--- config.mk ---
export PLATFORM = sky130hd
export DESIGN_NAME = fetch_unit
export DESIGN_NICKNAME = d
export VERILOG_FILES = /design/src/rtl/fetch_unit.sv
export SDC_FILE = /design/constraint.sdc
export NUM_CORES = 1
export LEC_CHECK = 0
export ABC_AREA = 1
export ABC_CLOCK_PERIOD_IN_PS = 1500
export CAP_MARGIN = 10
export CORE_ASPECT_RATIO = 1.4
export CORE_MARGIN = 3
export CORE_UTILIZATION = 40
export CTS_CLUSTER_SIZE = 14
export DETAILED_ROUTE_END_ITERATION = 8
export HOLD_SLACK_MARGIN = 0.02
export PLACE_DENSITY = 0.73
export SYNTH_ARGS = -nofsm -noshare
export SYNTH_HDL_FRONTEND = slang
export SYNTH_SLANG_ARGS = --single-unit
--- constraint.sdc ---
create_clock -name CLK -period 1.5 [get_ports CLK]
set_input_delay 0.225 -clock CLK [delete_from_list [all_inputs] [get_ports CLK]]
set_output_delay 0.225 -clock CLK [all_outputs]
set_load 0.03 [all_outputs]
--- src/rtl/fetch_unit.sv ---
// fetch_unit: instruction fetch stage with IF/ID register, one-entry skid buffer and HALT detection.
//
// Ports:
//   CLK            in   1   clock, all state updates on rising edge
//   nRST           in   1   synchronous active-low reset
//   pcaddr         in  32   current PC
//   next_pc        in  32   pcaddr+4
//   ihit           in   1   icache hit, iload valid this cycle
//   iload          in  32   instruction word from icache
//   id_stall       in   1   decode cannot accept a new instruction
//   flush          in   1   redirect from downstream, discard fetched work
//   iREN           out  1   instruction read request
//   iaddr          out 32   instruction read address
//   pcen           out  1   PC advance enable
//   id_valid       out  1   IF/ID holds a live instruction
//   id_instruction out 32   IF/ID instruction, zero when invalid
//   id_npc         out 32   next_pc captured alongside the instruction
//   halted         out  1   HALT has entered IF/ID, fetch stopped
module fetch_unit (
    input  logic        CLK,
    input  logic        nRST,
    input  logic [31:0] pcaddr,
    input  logic [31:0] next_pc,
    input  logic        ihit,
    input  logic [31:0] iload,
    input  logic        id_stall,
    input  logic        flush,
    output logic        iREN,
    output logic [31:0] iaddr,
    output logic        pcen,
    output logic        id_valid,
    output logic [31:0] id_instruction,
    output logic [31:0] id_npc,
    output logic        halted
);
    localparam logic [1:0] FETCH   = 2'd0;
    localparam logic [1:0] WAIT_ID = 2'd1;
    localparam logic [1:0] HALT    = 2'd2;
    localparam logic [5:0] OP_HALT = 6'h3F;

    logic [1:0]  r_state;
    logic        r_valid;
    logic [31:0] r_instr;
    logic [31:0] r_npc;
    logic        r_skid_valid;
    logic [31:0] r_skid_instr;
    logic [31:0] r_skid_npc;
    logic        w_fetch;
    logic        w_to_skid;

    assign w_fetch   = r_state == FETCH;
    // IF/ID is occupied and decode is stalled: the hit must park in the skid
    assign w_to_skid = r_valid && id_stall;

    assign iREN           = nRST && w_fetch;
    assign iaddr          = pcaddr;
    // every hit in FETCH is accepted (IF/ID or skid), so the PC always advances on it
    assign pcen           = nRST && (flush || (w_fetch && ihit));
    assign id_valid       = r_valid;
    assign id_instruction = r_valid ? r_instr : 32'h0;
    assign id_npc         = r_npc;
    assign halted         = r_state == HALT;

    always_ff @(posedge CLK) begin
        if (!nRST) begin
            r_state      <= FETCH;
            r_valid      <= 1'b0;
            r_instr      <= 32'h0;
            r_npc        <= 32'h0;
            r_skid_valid <= 1'b0;
            r_skid_instr <= 32'h0;
            r_skid_npc   <= 32'h0;
        end else if (flush) begin
            r_state      <= FETCH;
            r_valid      <= 1'b0;
            r_instr      <= 32'h0;
            r_skid_valid <= 1'b0;
        end else begin
            case (r_state)
                FETCH: begin
                    if (ihit && w_to_skid) begin
                        r_skid_valid <= 1'b1;
                        r_skid_instr <= iload;
                        r_skid_npc   <= next_pc;
                        r_state      <= WAIT_ID;
                    end else if (ihit) begin
                        r_valid <= 1'b1;
                        r_instr <= iload;
                        r_npc   <= next_pc;
                        r_state <= iload[31:26] == OP_HALT ? HALT : FETCH;
                    end else if (!id_stall) begin
                        r_valid <= 1'b0;
                        r_instr <= 32'h0;
                    end
                end
                WAIT_ID: begin
                    if (!id_stall) begin
                        r_valid      <= r_skid_valid;
                        r_instr      <= r_skid_instr;
                        r_npc        <= r_skid_npc;
                        r_skid_valid <= 1'b0;
                        r_state      <= r_skid_instr[31:26] == OP_HALT ? HALT : FETCH;
                    end
                end
                HALT: r_state <= HALT;
                default: r_state <= FETCH;
            endcase
        end
    end
endmodule

# Yosys cells after proc, flatten, opt, wreduce, memory -nomap -nowiden
# Cells that the tools add are included.
[word_totals] regBits=132 input_bits=101 output_inout_bits=100 elab_cells=56
[classes] n_eq_ne=10 n_mux=23 bitwise_logic=2 reduce_logical=14
[ops] cell="32-bit two-way mux" count=8
[ops] cell="32-bit one-hot mux with 2 select lines" count=2
[ops] cell="6-bit equality test, second input constant" count=2
[ops] cell="2-bit two-way mux" count=5
[ops] cell="2-bit inequality test, second input constant" count=3
[ops] cell="2-bit one-hot mux with 3 select lines" count=1
[ops] cell="3-bit AND reduction" count=2
[ops] cell="1-bit logical AND" count=5
[ops] cell="1-bit two-way mux" count=5
[ops] cell="5-bit AND reduction" count=1
[ops] cell="1-bit one-hot mux with 2 select lines" count=2
[ops] cell="4-bit AND reduction" count=1
[ops] cell="3-bit by 2-bit inequality test with 1-bit output, second input constant" count=1
[ops] cell="3-bit inequality test, second input constant" count=1
[ops] cell="2-bit by 1-bit equality test with 1-bit output, second input constant" count=1
[ops] cell="2-bit equality test, second input constant" count=1
[ops] cell="2-bit logical NOT" count=1
[ops] cell="2-bit by 1-bit inequality test with 1-bit output, second input constant" count=1
[ops] cell="1-bit inverter" count=2
[ops] cell="2-bit AND reduction" count=1
[ops] cell="2-bit nonzero test" count=1
[ops] cell="2-bit OR reduction" count=1
[ops] cell="1-bit logical OR" count=1

# Depth between registers and ports, before layout
# Gate-level depths: netlist of the first run.
[logic_depth] word_depth=5 mapped_depth=10 mapped_depth_nobuf=8

# Least setup slack after synthesis of the first run
# Ideal clock, no wire load.
[synth_path] path_kind="register to register" start="register r_valid, in the netlist id_valid" end="register r_instr[0]" setup_time_ps=113 t_arrival_ps=1536 required_time_ps=1387 slack_ps=-148 stages_incl_launch_ff=8 path_buffers=2 period_less_slack_ps=1648 path_cell_list="dfxtp_1 > buf_2 > nand3_1 > o21ai_0 > nor2_2 > buf_2 > nor2_1 > nor2_1"
[synth_between] elab_chain_cells=4
[synth_lines] element="from (decl)" line="42" source="logic r_valid;"
[synth_lines] element="from (signal assigned)" line="98" source="r_valid <= r_skid_valid;"
[synth_lines] element="1-bit logical AND" line="53" source="assign w_to_skid = r_valid && id_stall;"
[synth_lines] element="1-bit logical AND" line="81" source="if (ihit && w_to_skid) begin"
[synth_lines] element="2-bit inequality test (no line)"
[synth_lines] element="4-bit AND reduction (no line)"
[synth_lines] element="to (signal assigned)" line="88" source="r_instr <= iload;"
[synth_lines] element="to (signal assigned)" line="99" source="r_instr <= r_skid_instr;"
[synth_lines] element="to (decl)" line="43" source="logic [31:0] r_instr;"
# No other way between the ends.
# A chain may end at the register's enable or synchronous reset.

# Worst setup path after layout of the first run
[layout_path] start="register r_valid, in the netlist id_valid" end="register r_skid_instr[26]"
[layout_between] elab_chain_cells=3
[layout_lines] element="1-bit logical AND" line="53"
[layout_lines] element="1-bit logical AND" line="81"
[layout_lines] element="3-bit AND reduction (no line)"
[layout_lines] element="to (signal assigned)" line="83" source="r_skid_instr <= iload;"
[layout_lines] element="to (decl)" line="46" source="logic [31:0] r_skid_instr;"
# No other way between the ends.

==> run metrics, run 1 <==
status finished with violations; violated checks negative setup slack; Seq pwr share 39.5%; Sink Count 132; CP endpoint r_skid_instr[26]; CTS H-Tree Depth 4; fraction of layout cells with a size suffix above 1 22.54%; sw frac 26.95%; Synth Instances 1076; nets approximately 1300; sequential-to-total area share from yosys stat 38.81%; Comb pwr share 15.6%; max-cap violation count 0; DRC errors left 0; critical register-to-register path startpoint id_valid; initial core utilization 41.40%; DPL Wire Length 11840 um; total wire length 23780 um; io pins between 200 and 250; CTS Hold Bufs 0; measured slew at the worst slew-check pin 591.8 ps; DR iter-0 viols between 400 and 500; max-slew headroom at the worst pin 60.46%; final setup TNS -12690 ps; startpoint types register; syn_nets about 1200; Mapped Area 6809 um2; Crit Path Max Fanout 6; core area 16450 um2; Psw 2535 uW; critical path launch point id_valid; Yosys warning count 0; final core occ 61.86%; CTS tree yes; largest net degree at the start of global routing 44; WS Path Type reg2reg; Static Leakage 0.005219 uW; FP Rows 55; Area growth syn-to-layout 49.41%; Hold Crit Class in2reg; Pwr Density between 900 and 1000 nW/um2; CP arrival 2030 ps; max incr delay on CP 380 ps; FF-to-FF setup slack -180 ps; IR drop worst, VDD approximately 0.59 mV; Total Power about 9400 uW; cts bufs inserted 17; Synth cell types 22; total gr overflow 0; number of global-route vias before repair 6224; Clock Latency Late Sink ~420 ps; fin. max-slew vios 0; Routed WL per cell ~17 um; crit path max-delay cell type dfxtp_4; antenna cells 0; Max Root-Sink Buffers 2; critical path, cell by cell nand3_1, buf_4, nor2_4, buf_12, nand2_8, clkinv_8, clkbuf_16, nor2_2, nor2_1; input/output buffers 136; clock network power share 44.9%; vias per cell a little over 5; clock root cell clkbuf_16; DR vias 7216; syn avg cell area 6.328 um2; RePlAce Congestion around 0.82; Critical Path Sink Type register; die width between 100 and 150 um; minimum clock period ~1700 ps; post-route ant nets 0; die area 18650 um2; RR Endpoint r_skid_instr[26]; Total GRT Usage between 10% and 20%; final setup margin -178.5 ps; Req. time, crit path about 1900 ps; Max Freq 595.8 MHz; Layout Skew 8.865 ps; unrepaired setup endpoints after global routing yes; Pint approximately 6900 uW; r2r worst-path depth 9; first-pass GRT wire length 30100 um; period utilisation layout 111.9%; Worst-path clk slew 60 ps; Yosys reg bits about 130; Die Ht 160.4 um; Fin. Hold Viols 0; initial antenna violation count 0; final setup violation count 136; drt pass-1 iters 5; fill count 1414
[metrics by stage]
| step | worst slack, ps | cells | hold slack, ps | instance area (um2) |
|---|---|---|---|---|
| 2_1_floorplan | 18.66 | 1076 | 391.7 | 6817 |
| 3_3_place_gp | -538.7 | 1351 | 431.7 | 8192 |
| 3_5_place_dp | -619.4 | 1351 | 436.5 | 8192 |
| 4_1_cts | -236.0 | 1391 | 332.1 | 8945 |
| 5_1_grt | -228.4 | 1428 | 354.2 | 10170 |
| 6_report | -178.5 | 1428 | 316.4 | 10170 |
[layout by cell type (no fill, tap or decap), types with 19 or more instances in the layout]
master	n
o21ai_1	31
inv_2	19
inv_1	92
nand3_1	93
buf_4	39
dlygate4sd2_1	33
nor2_1	223
clkdlybuf4s50_1	65
nand2_1	233
buf_6	39
nand2_4	19
o21ai_2	27
dfxtp_1	129
nor2_2	22
nand3b_1	24
clkbuf_16	34
[routing by layer]
layer,share of wire [%],up-vias,GRT usage (%)
met1,38,3213,23.69
li1,-,3565,-
met2,50,329,33.83
met5,0,-,0
met4,5.3,0,8.549
met3,6.8,109,4.146
[power by group through the flow]
stage          clock network, uW  registers (uW)  logic [uW]
2_1_floorplan                  0            3880         736
3_3_place_gp                   0            3770        1200
3_5_place_dp                   0            3770        1210
4_1_cts                     4260            3690        1200
5_1_grt                     4410            3730        1590
6_report                    4220            3710        1470
[worst max-delay path: cells and delay by family, from the launching register on]
family,cells,cell delay [ps]
buffers and inverters,4,630
AND/OR/NAND/NOR,5,590
flip-flops,1,380
[synth_stat cells]
library cell    n  area [um2]
a21oi_1        10       50.05
buf_1           1       3.750
buf_2          29       145.1
buf_4          35       262.8
buf_6          10       112.6
clkbuf_1       28       105.1
dfxtp_1       132        2643
inv_1         110       412.9
inv_2           4       15.01
nand2_1       253       949.7
nand2_2         2       12.51
nand2_4         2       22.52
nand3_1       100       500.5
nand3_2         1       10.01
nand3b_1       24       180.2
nand4_1         2       12.51
nor2_1        253       949.7
nor2_2          2       12.51
nor2_4          3       33.78
nor3_1          1       5.000
o21ai_0        73       365.4
o21ai_1         1       5.000
[cells by family after synthesis]
| kind of cell | count (synthesis) | share of synthesized area, % |
|---|---|---|
| and+or+nand+nor | 643 | 39.49 |
| buffers and inverters | 217 | 15.53 |
| DFF | 132 | 38.81 |
| AOI/OAI and AO/OA | 84 | 6.174 |
[state kept, by name, summed over array words and instances (netlist names)]
| signal | cells |
|---|---|
| id_npc | 32 |
| r_instr | 32 |
| id_valid | 1 |
| r_skid_valid | 1 |
| r_skid_npc | 32 |
| r_state | 2 |
| r_skid_instr | 32 |
[area by class of cell]
cell class | count | area (um2) | share of cell area (%)
well taps | 199 | 249.0 | 2.447
flip-flops and latches | 132 | 2651 | 26.06
inverters | 114 | 445.4 | 4.378
repair inverters | 1 | 16.27 | 0.1599
clock buffers | 21 | 470.5 | 4.624
repair buffers | 220 | 2605 | 25.61
clock inverters | 11 | 126.4 | 1.242
multi-input cells | 730 | 3610 | 35.48
[how the worst min path moves through the flow]
stage	from	to	slack [ps]	cells after the start
floorplan	iload[0]	r_skid_instr[0]	390	2
global placement	r_skid_instr[17]	r_skid_instr[17]	430	2
detailed placement	r_skid_instr[3]	r_skid_instr[3]	440	2
CTS	nRST	r_skid_instr[16]	330	4
global route	id_stall	r_state[0]	350	4
finish	id_stall	r_state[0]	320	4
[timing repair]
item,in CTS,in global routing
endpoints found under the hold margin,0,0
gates resized for setup,65,225
setup buffers,6,10
cloned,2,29
setup endpoints to repair,93,156
pin swaps,7,28
Note: power is estimated with default switching activity, not from simulation.
==> inputs of run 2 (changes only) <==
Settings changed: GPL_ROUTABILITY_DRIVEN set to 0, SETUP_SLACK_MARGIN set to 0.1, TNS_END_PERCENT set to 30.
==> run metrics, run 2 (same netlist as run 1, synthesis figures left out) <==
status finished with violations; violated checks negative setup slack; FP Rows 55 (unchanged); final setup TNS -1667 ps (+11020 ps); CP arrival 1380 ps (-650 ps); Sink Count 132 (unchanged); final core occ 58.41% (-3.4 points); final setup violation count 53 (-61%); largest net degree at the start of global routing 55 (+25%); Storage cell area 2651 um2 (unchanged); commonest non-fill, non-tap cells in the layout 240 x nor2_1, 224 x nand2_1, 129 x dfxtp_1, 99 x nand3_1, 82 x inv_1; unrepaired setup endpoints after global routing yes; antenna cells 0 (unchanged); total gr overflow 0 (unchanged); Layout Skew 6.806 ps (-2.059 ps); Die Ht 160.4 um (unchanged); Static Leakage 0.004868 uW (-6.7%); FF-to-FF setup slack -20 ps (+160 ps); cts bufs inserted 17 (unchanged); WS Path Type reg2out; CTS tree yes; Pint 6880 uW (about the same); DPL Wire Length 11760 um (-0.65%); post-route ant nets 0 (unchanged); DR vias 6690 (-7.3%); Comb pwr share 14.1% (-1.5 points); Critical Path Sink Type primary output; Fin. Hold Viols 0 (unchanged); final setup margin -106.7 ps (+71.72 ps); nets 1290 (-2.1%); initial antenna violation count 0 (unchanged); IR drop worst, VDD 0.6721 mV (+13%); CTS H-Tree Depth 4 (unchanged); Crit Path Max Fanout 3 (-3); Pwr Density 954.5 nW/um2 (+3.2%); fin. max-slew vios 0 (unchanged); period utilisation layout 107.1% (-4.8 points); input/output buffers 136 (unchanged); critical path launch point r_state[1]; Placed Instance Area 8224 um2 (+0.40%); Clock Latency Late Sink 420 ps (about the same); Worst-path clk slew 60 ps (about the same); fill count 1516 (+7.2%); critical register-to-register path startpoint r_state[1]; die area 18650 um2 (unchanged); Max Freq 622.4 MHz (+4.5%); die width 116.3 um (unchanged); Psw 2289 uW (-9.7%); total wire length 19000 um (-20%); core area 16450 um2 (unchanged); RR Endpoint r_skid_instr[22]; first-pass GRT wire length 29370 um (-2.4%); Area growth syn-to-layout 41.09%; sw frac 24.97% (-2.0 points); commonest non-fill, non-tap cell in the layout nor2_1; multi-input gate area in the final layout 3403 um2 (-5.7%); CP endpoint pcen; non-filler instance count after layout 1399 (-2.0%); max-cap violation count 0 (unchanged); vias per cell 4.782 (-5.4%); r2r worst-path depth 8 (-1); critical path, cell by cell buf_4, nor2_4, nand2_2, a21oi_4, buf_12; Req. time, crit path 1270 ps (-580 ps); initial core utilization 41.40% (unchanged); startpoint types register; DRC errors left 0 (unchanged); number of global-route vias before repair 6256 (+0.51%); fraction of layout cells with a size suffix above 1 19.42% (-3.1 points); dpl cells 1346 (-0.37%); drt pass-1 iters 5 (unchanged); Routed WL per cell 13.58 um (-18%); clock root cell clkbuf_16; Seq pwr share 40.5% (+1.0 points); crit path max-delay cell type dfxtp_2; minimum clock period 1607 ps (-71.72 ps); WP buf/inv 2 (-2); largest delay contributor family on the critical path flip-flops; max incr delay on CP 330 ps (-50 ps); DR iter-0 viols 316 (-23%); fin area 9607 um2 (-5.6%); measured slew at the worst slew-check pin 533.1 ps (-58.70 ps); Crit path depth 5 (-4); clock network power share 45.4% (+0.5 points); io pins 201 (unchanged); Max Root-Sink Buffers 2 (unchanged); Hold Crit Class in2reg; max-slew headroom at the worst pin 64.46% (+4.0 points); Total GRT Usage 19.40% (-0.43 points)
run 2: cell types whose count changed in the layout (fill, tap and decap cells not counted), moves of 14 or more:
cell and change:
clkdlybuf4s15_1 +20, o21ai_2 -23, dlygate4sd2_1 -32, nor2_1 +17, buf_4 -14, o21ai_0 +35, nor2_2 -14
run 2: how the worst min path moves through the flow:
stage / startpoint / endpoint / cells after the start
after floorplan: iload[28] / r_skid_instr[28] / 2
after global placement: r_skid_instr[3] / r_skid_instr[3] / 2
after detailed placement: r_skid_instr[10] / r_skid_instr[10] / 2
after CTS: nRST / id_npc[10] / 4
after global routing: nRST / id_npc[12] / 4
final: nRST / id_npc[12] / 4
run 2: repair_timing:
| item | CTS | global route |
|---|---|---|
| setup endpoints to repair | 136 | 194 |
| buffers inserted | 0 | 8 |
| pin swaps | 3 | 12 |
| hold buffers | 0 | 0 |
| hold endpoints to repair | 0 | 0 |
| gates resized for setup | 120 | 130 |
| cloned | 2 | 13 |
run 2: worst min-delay path, delay by kind of cell:
kind	cells	cell delay, ps
buffers and inverters	2	390
AND/OR/NAND/NOR	2	140
run 2: per-layer routing:
metal  GRT usage (%)  routed length [um]  share of wire [%]
met2           33.80                9896                 52
met5               0                   0                  0
met4           8.707                 516                2.7
met1           22.41                7829                 41
met3           4.033                 757                4.0
run 2: layout make-up:
cell class | count | area share (%)
multi-input cells | 728 | 35.43
flip-flops and latches | 132 | 27.60
repair buffers | 196 | 23.68
clock buffers | 19 | 4.715
inverters | 114 | 4.585
well taps | 199 | 2.592
clock inverters | 11 | 1.407
run 2: through the flow:
stage	hold WS [ps]	setup WS, ps	total power (uW)
2_1_floorplan	390.3	87.49	4623
3_3_place_gp	432.8	-332.2	4967
3_5_place_dp	437.7	-357.7	4978
4_1_cts	360.7	-137.2	9173
5_1_grt	402.8	-156.9	9580
6_report	384.0	-106.7	9169
run 2: power by group through the flow:
stage / clock network, uW / logic (uW) / registers (uW)
2_1_floorplan: 0 / 740 / 3880
3_3_place_gp: 0 / 1200 / 3770
3_5_place_dp: 0 / 1210 / 3770
4_1_cts: 4260 / 1210 / 3700
5_1_grt: 4410 / 1440 / 3730
6_report: 4160 / 1300 / 3710
==> inputs of run 3 (changes only) <==
Settings changed: ABC_AREA 1 to unset, ABC_CLOCK_PERIOD_IN_PS 1500 to unset, CTS_CLUSTER_SIZE 14 to unset, PLACE_DENSITY 0.73 to 0.75.
==> run metrics, run 3 <==
r2r worst-path depth 8 (unchanged); Placed Instance Area 7706 um2 (-6.3%); WS Path Type reg2reg; input/output buffers 136 (unchanged); Synth Instances 706 (-34%); sequential-to-total area share from yosys stat 42.62% (+3.8 points); violated checks negative setup slack; fraction of layout cells with a size suffix above 1 34.74% (+15 points); die width 111.2 um (-4.3%); total wire length 21460 um (+13%); core area 15120 um2 (-8.1%); WL met2 11000 um (+11%); Yosys top cell by area dfxtp_1; Place WS -249.3 ps (+108.4 ps); Critical Path Sink Type register; unrepaired setup endpoints after global routing yes; number of global-route vias before repair 5934 (-5.1%); dpl cells 962 (-29%); Max Freq 591.8 MHz (-4.9%); clock root cell clkbuf_16; die area 17050 um2 (-8.5%); Area growth syn-to-layout 54.20%; CTS tree yes; Sink Count 132 (unchanged); syn_nets 807 (-31%); Synth cell types 40 (+82%); critical register-to-register path startpoint id_valid; commonest non-fill, non-tap cell in the layout dfxtp_1; syn avg cell area 8.783 um2 (+39%); Post-Synth Adder-Cell Area 0% (unchanged); Worst-path clk slew 60 ps (about the same); Clock Latency Late Sink 410 ps (about the same); IR drop worst, VDD 0.7172 mV (+6.7%); critical path launch point id_valid; top_reg_cell synth dfxtp_1; startpoint types register; DR iter-0 viols 508 (+61%); status finished with violations; Static Leakage 0.003510 uW (-28%); mux cell area share after synthesis 5.165% (+5.2 points); antenna cells 0 (unchanged); Synth Area in Simple Gates 11.14% (-28 points); final setup margin -189.8 ps (-83.06 ps); drt pass-1 iters 7 (+2); fin area 9562 um2 (-0.47%); cts bufs inserted 17 (unchanged); post-route ant nets 0 (unchanged); minimum clock period 1690 ps (+83.06 ps); non-filler instance count after layout 1021 (-27%); initial core utilization 41.01% (-0.39 points); final setup violation count 119 (+120%); Post-synth ARST share 0% (unchanged); Pwr Density 961.7 nW/um2 (+0.76%); Die Ht 153.3 um (-4.4%); FP Rows 53 (-3.6%); Mapped Area 6201 um2 (-8.9%); most common cell in the netlist dfxtp_1; worst hold stages 4 (unchanged); CP endpoint r_instr[8]; Req. time, crit path 1840 ps (+570 ps); Max Root-Sink Buffers 2 (unchanged); main combinational cell family by area after synthesis compound AO/OA/AOI/OAI gates; Total GRT Usage 22.19% (+2.8 points); Yosys reg bits 132 (unchanged); final hold slack 372.2 ps (-11.79 ps); DRC errors left 0 (unchanged); final core occ 63.24% (+4.8 points); CTS Hold Bufs 0 (unchanged); Routed WL per cell 21.02 um (+55%); CTS H-Tree Depth 4 (unchanged); EDFF count, synth 0 (unchanged); DR vias 6306 (-5.7%); DR top layer met4; Yosys warning count 0 (unchanged); Crit Path Max Fanout 16 (+13); initial antenna violation count 0 (unchanged); Hold Crit Class in2reg; XOR/XNOR share of the synthesized area 0% (unchanged); DPL Wire Length 12030 um (+2.3%); wl on met1 8272 um (+5.7%); RR Endpoint r_instr[8]; largest net degree at the start of global routing 55 (unchanged); max-slew headroom at the worst pin 64.40% (about the same); most frequent cells after synthesis 132 x dfxtp_1, 99 x a21oi_1, 66 x o21ai_0, 65 x nand3_1, 55 x clkbuf_1; share of the synthesized area in the top cell type 42.62% (+3.8 points); top cells by area, synth dfxtp_1 43%, a21oi_1 8.0%, o21ai_0 5.3%; FF-to-FF setup slack -190 ps (-170 ps); period utilisation layout 112.7% (+5.5 points); commonest non-fill, non-tap cells in the layout 129 x dfxtp_1, 67 x a21oi_1, 66 x o21ai_0, 66 x clkdlybuf4s50_1; Synth Area in Compound Gates 30.63% (+24 points); Layout Skew 5.805 ps (-1.000 ps); CP arrival 2030 ps (+650 ps); measured slew at the worst slew-check pin 533.9 ps (+0.8699 ps); Fin. Hold Viols 0 (unchanged); first-pass GRT wire length 31100 um (+5.9%); io pins 201 (unchanged); Met3 Routed Length 1361 um (+80%); nets 917 (-29%); fin. max-slew vios 0 (unchanged); vias per cell 6.176 (+29%); total gr overflow 0 (unchanged); max-cap violation count 0 (unchanged)
-- run 3: final cells by class --
class,count,area (um2)
well taps,192,240.2
fillers,1179,5558
inverters,1,5.005
clock buffers,19,452.9
flip-flops and latches,132,2651
repair buffers,210,2465
multi-input cells,454,3621
clock inverters,13,126.4
-- run 3: timing repair --
item                       CTS  global route
gates cloned                 3             9
resized for setup          119           161
pin swaps                    4            37
setup endpoints to repair  163           188
setup buffers                8             7
-- run 3: how the worst min path moves through the flow --
stage               startpoint              end  slack (ps)
floorplan             iload[0]  r_skid_instr[0]         370
global placement    pcaddr[15]        iaddr[15]         450
detailed placement  pcaddr[15]        iaddr[15]         450
CTS                       ihit       r_state[0]         320
global route              ihit       r_state[0]         390
finish                    ihit       r_state[0]         370
-- run 3: kinds of logic (layout without fill, tap and decap cells) --
| kind of cell | after synthesis | count (layout) |
|---|---|---|
| compound gates | 301 | 301 |
| buf+inv | 120 | 243 |
| simple gates | 121 | 121 |
| mux | 32 | 32 |
| flops | 132 | 132 |
-- run 3: layer usage --
layer	track usage (%)	vias to the layer above
met1	27.66	3047
met3	3.960	67
met2	37.65	336
met4	9.333	0
li1	-	2856
met5	0	-
-- run 3: per-stage QoR --
stage	TNS (ps)	power (uW)
2_1_floorplan	-5.056	4525
3_3_place_gp	-18940	4946
3_5_place_dp	-21580	4954
4_1_cts	-4860	9009
5_1_grt	-19370	9478
6_report	-12230	9195
-- run 3: power by group --
| part | internal, uW | switching, uW |
|---|---|---|
| logic | 649 | 804 |
| clock network | 2390 | 1660 |
| registers | 3620 | 74.9 |
-- run 3: worst max-delay path, stage by stage, from the launching register on --
cell	delay, ps
dfxtp_4	350
buf_12	150
buf_12	130
buf_4	130
nor4b_4	260
buf_6	170
clkbuf_16	190
o31ai_1	90
a21oi_1	130
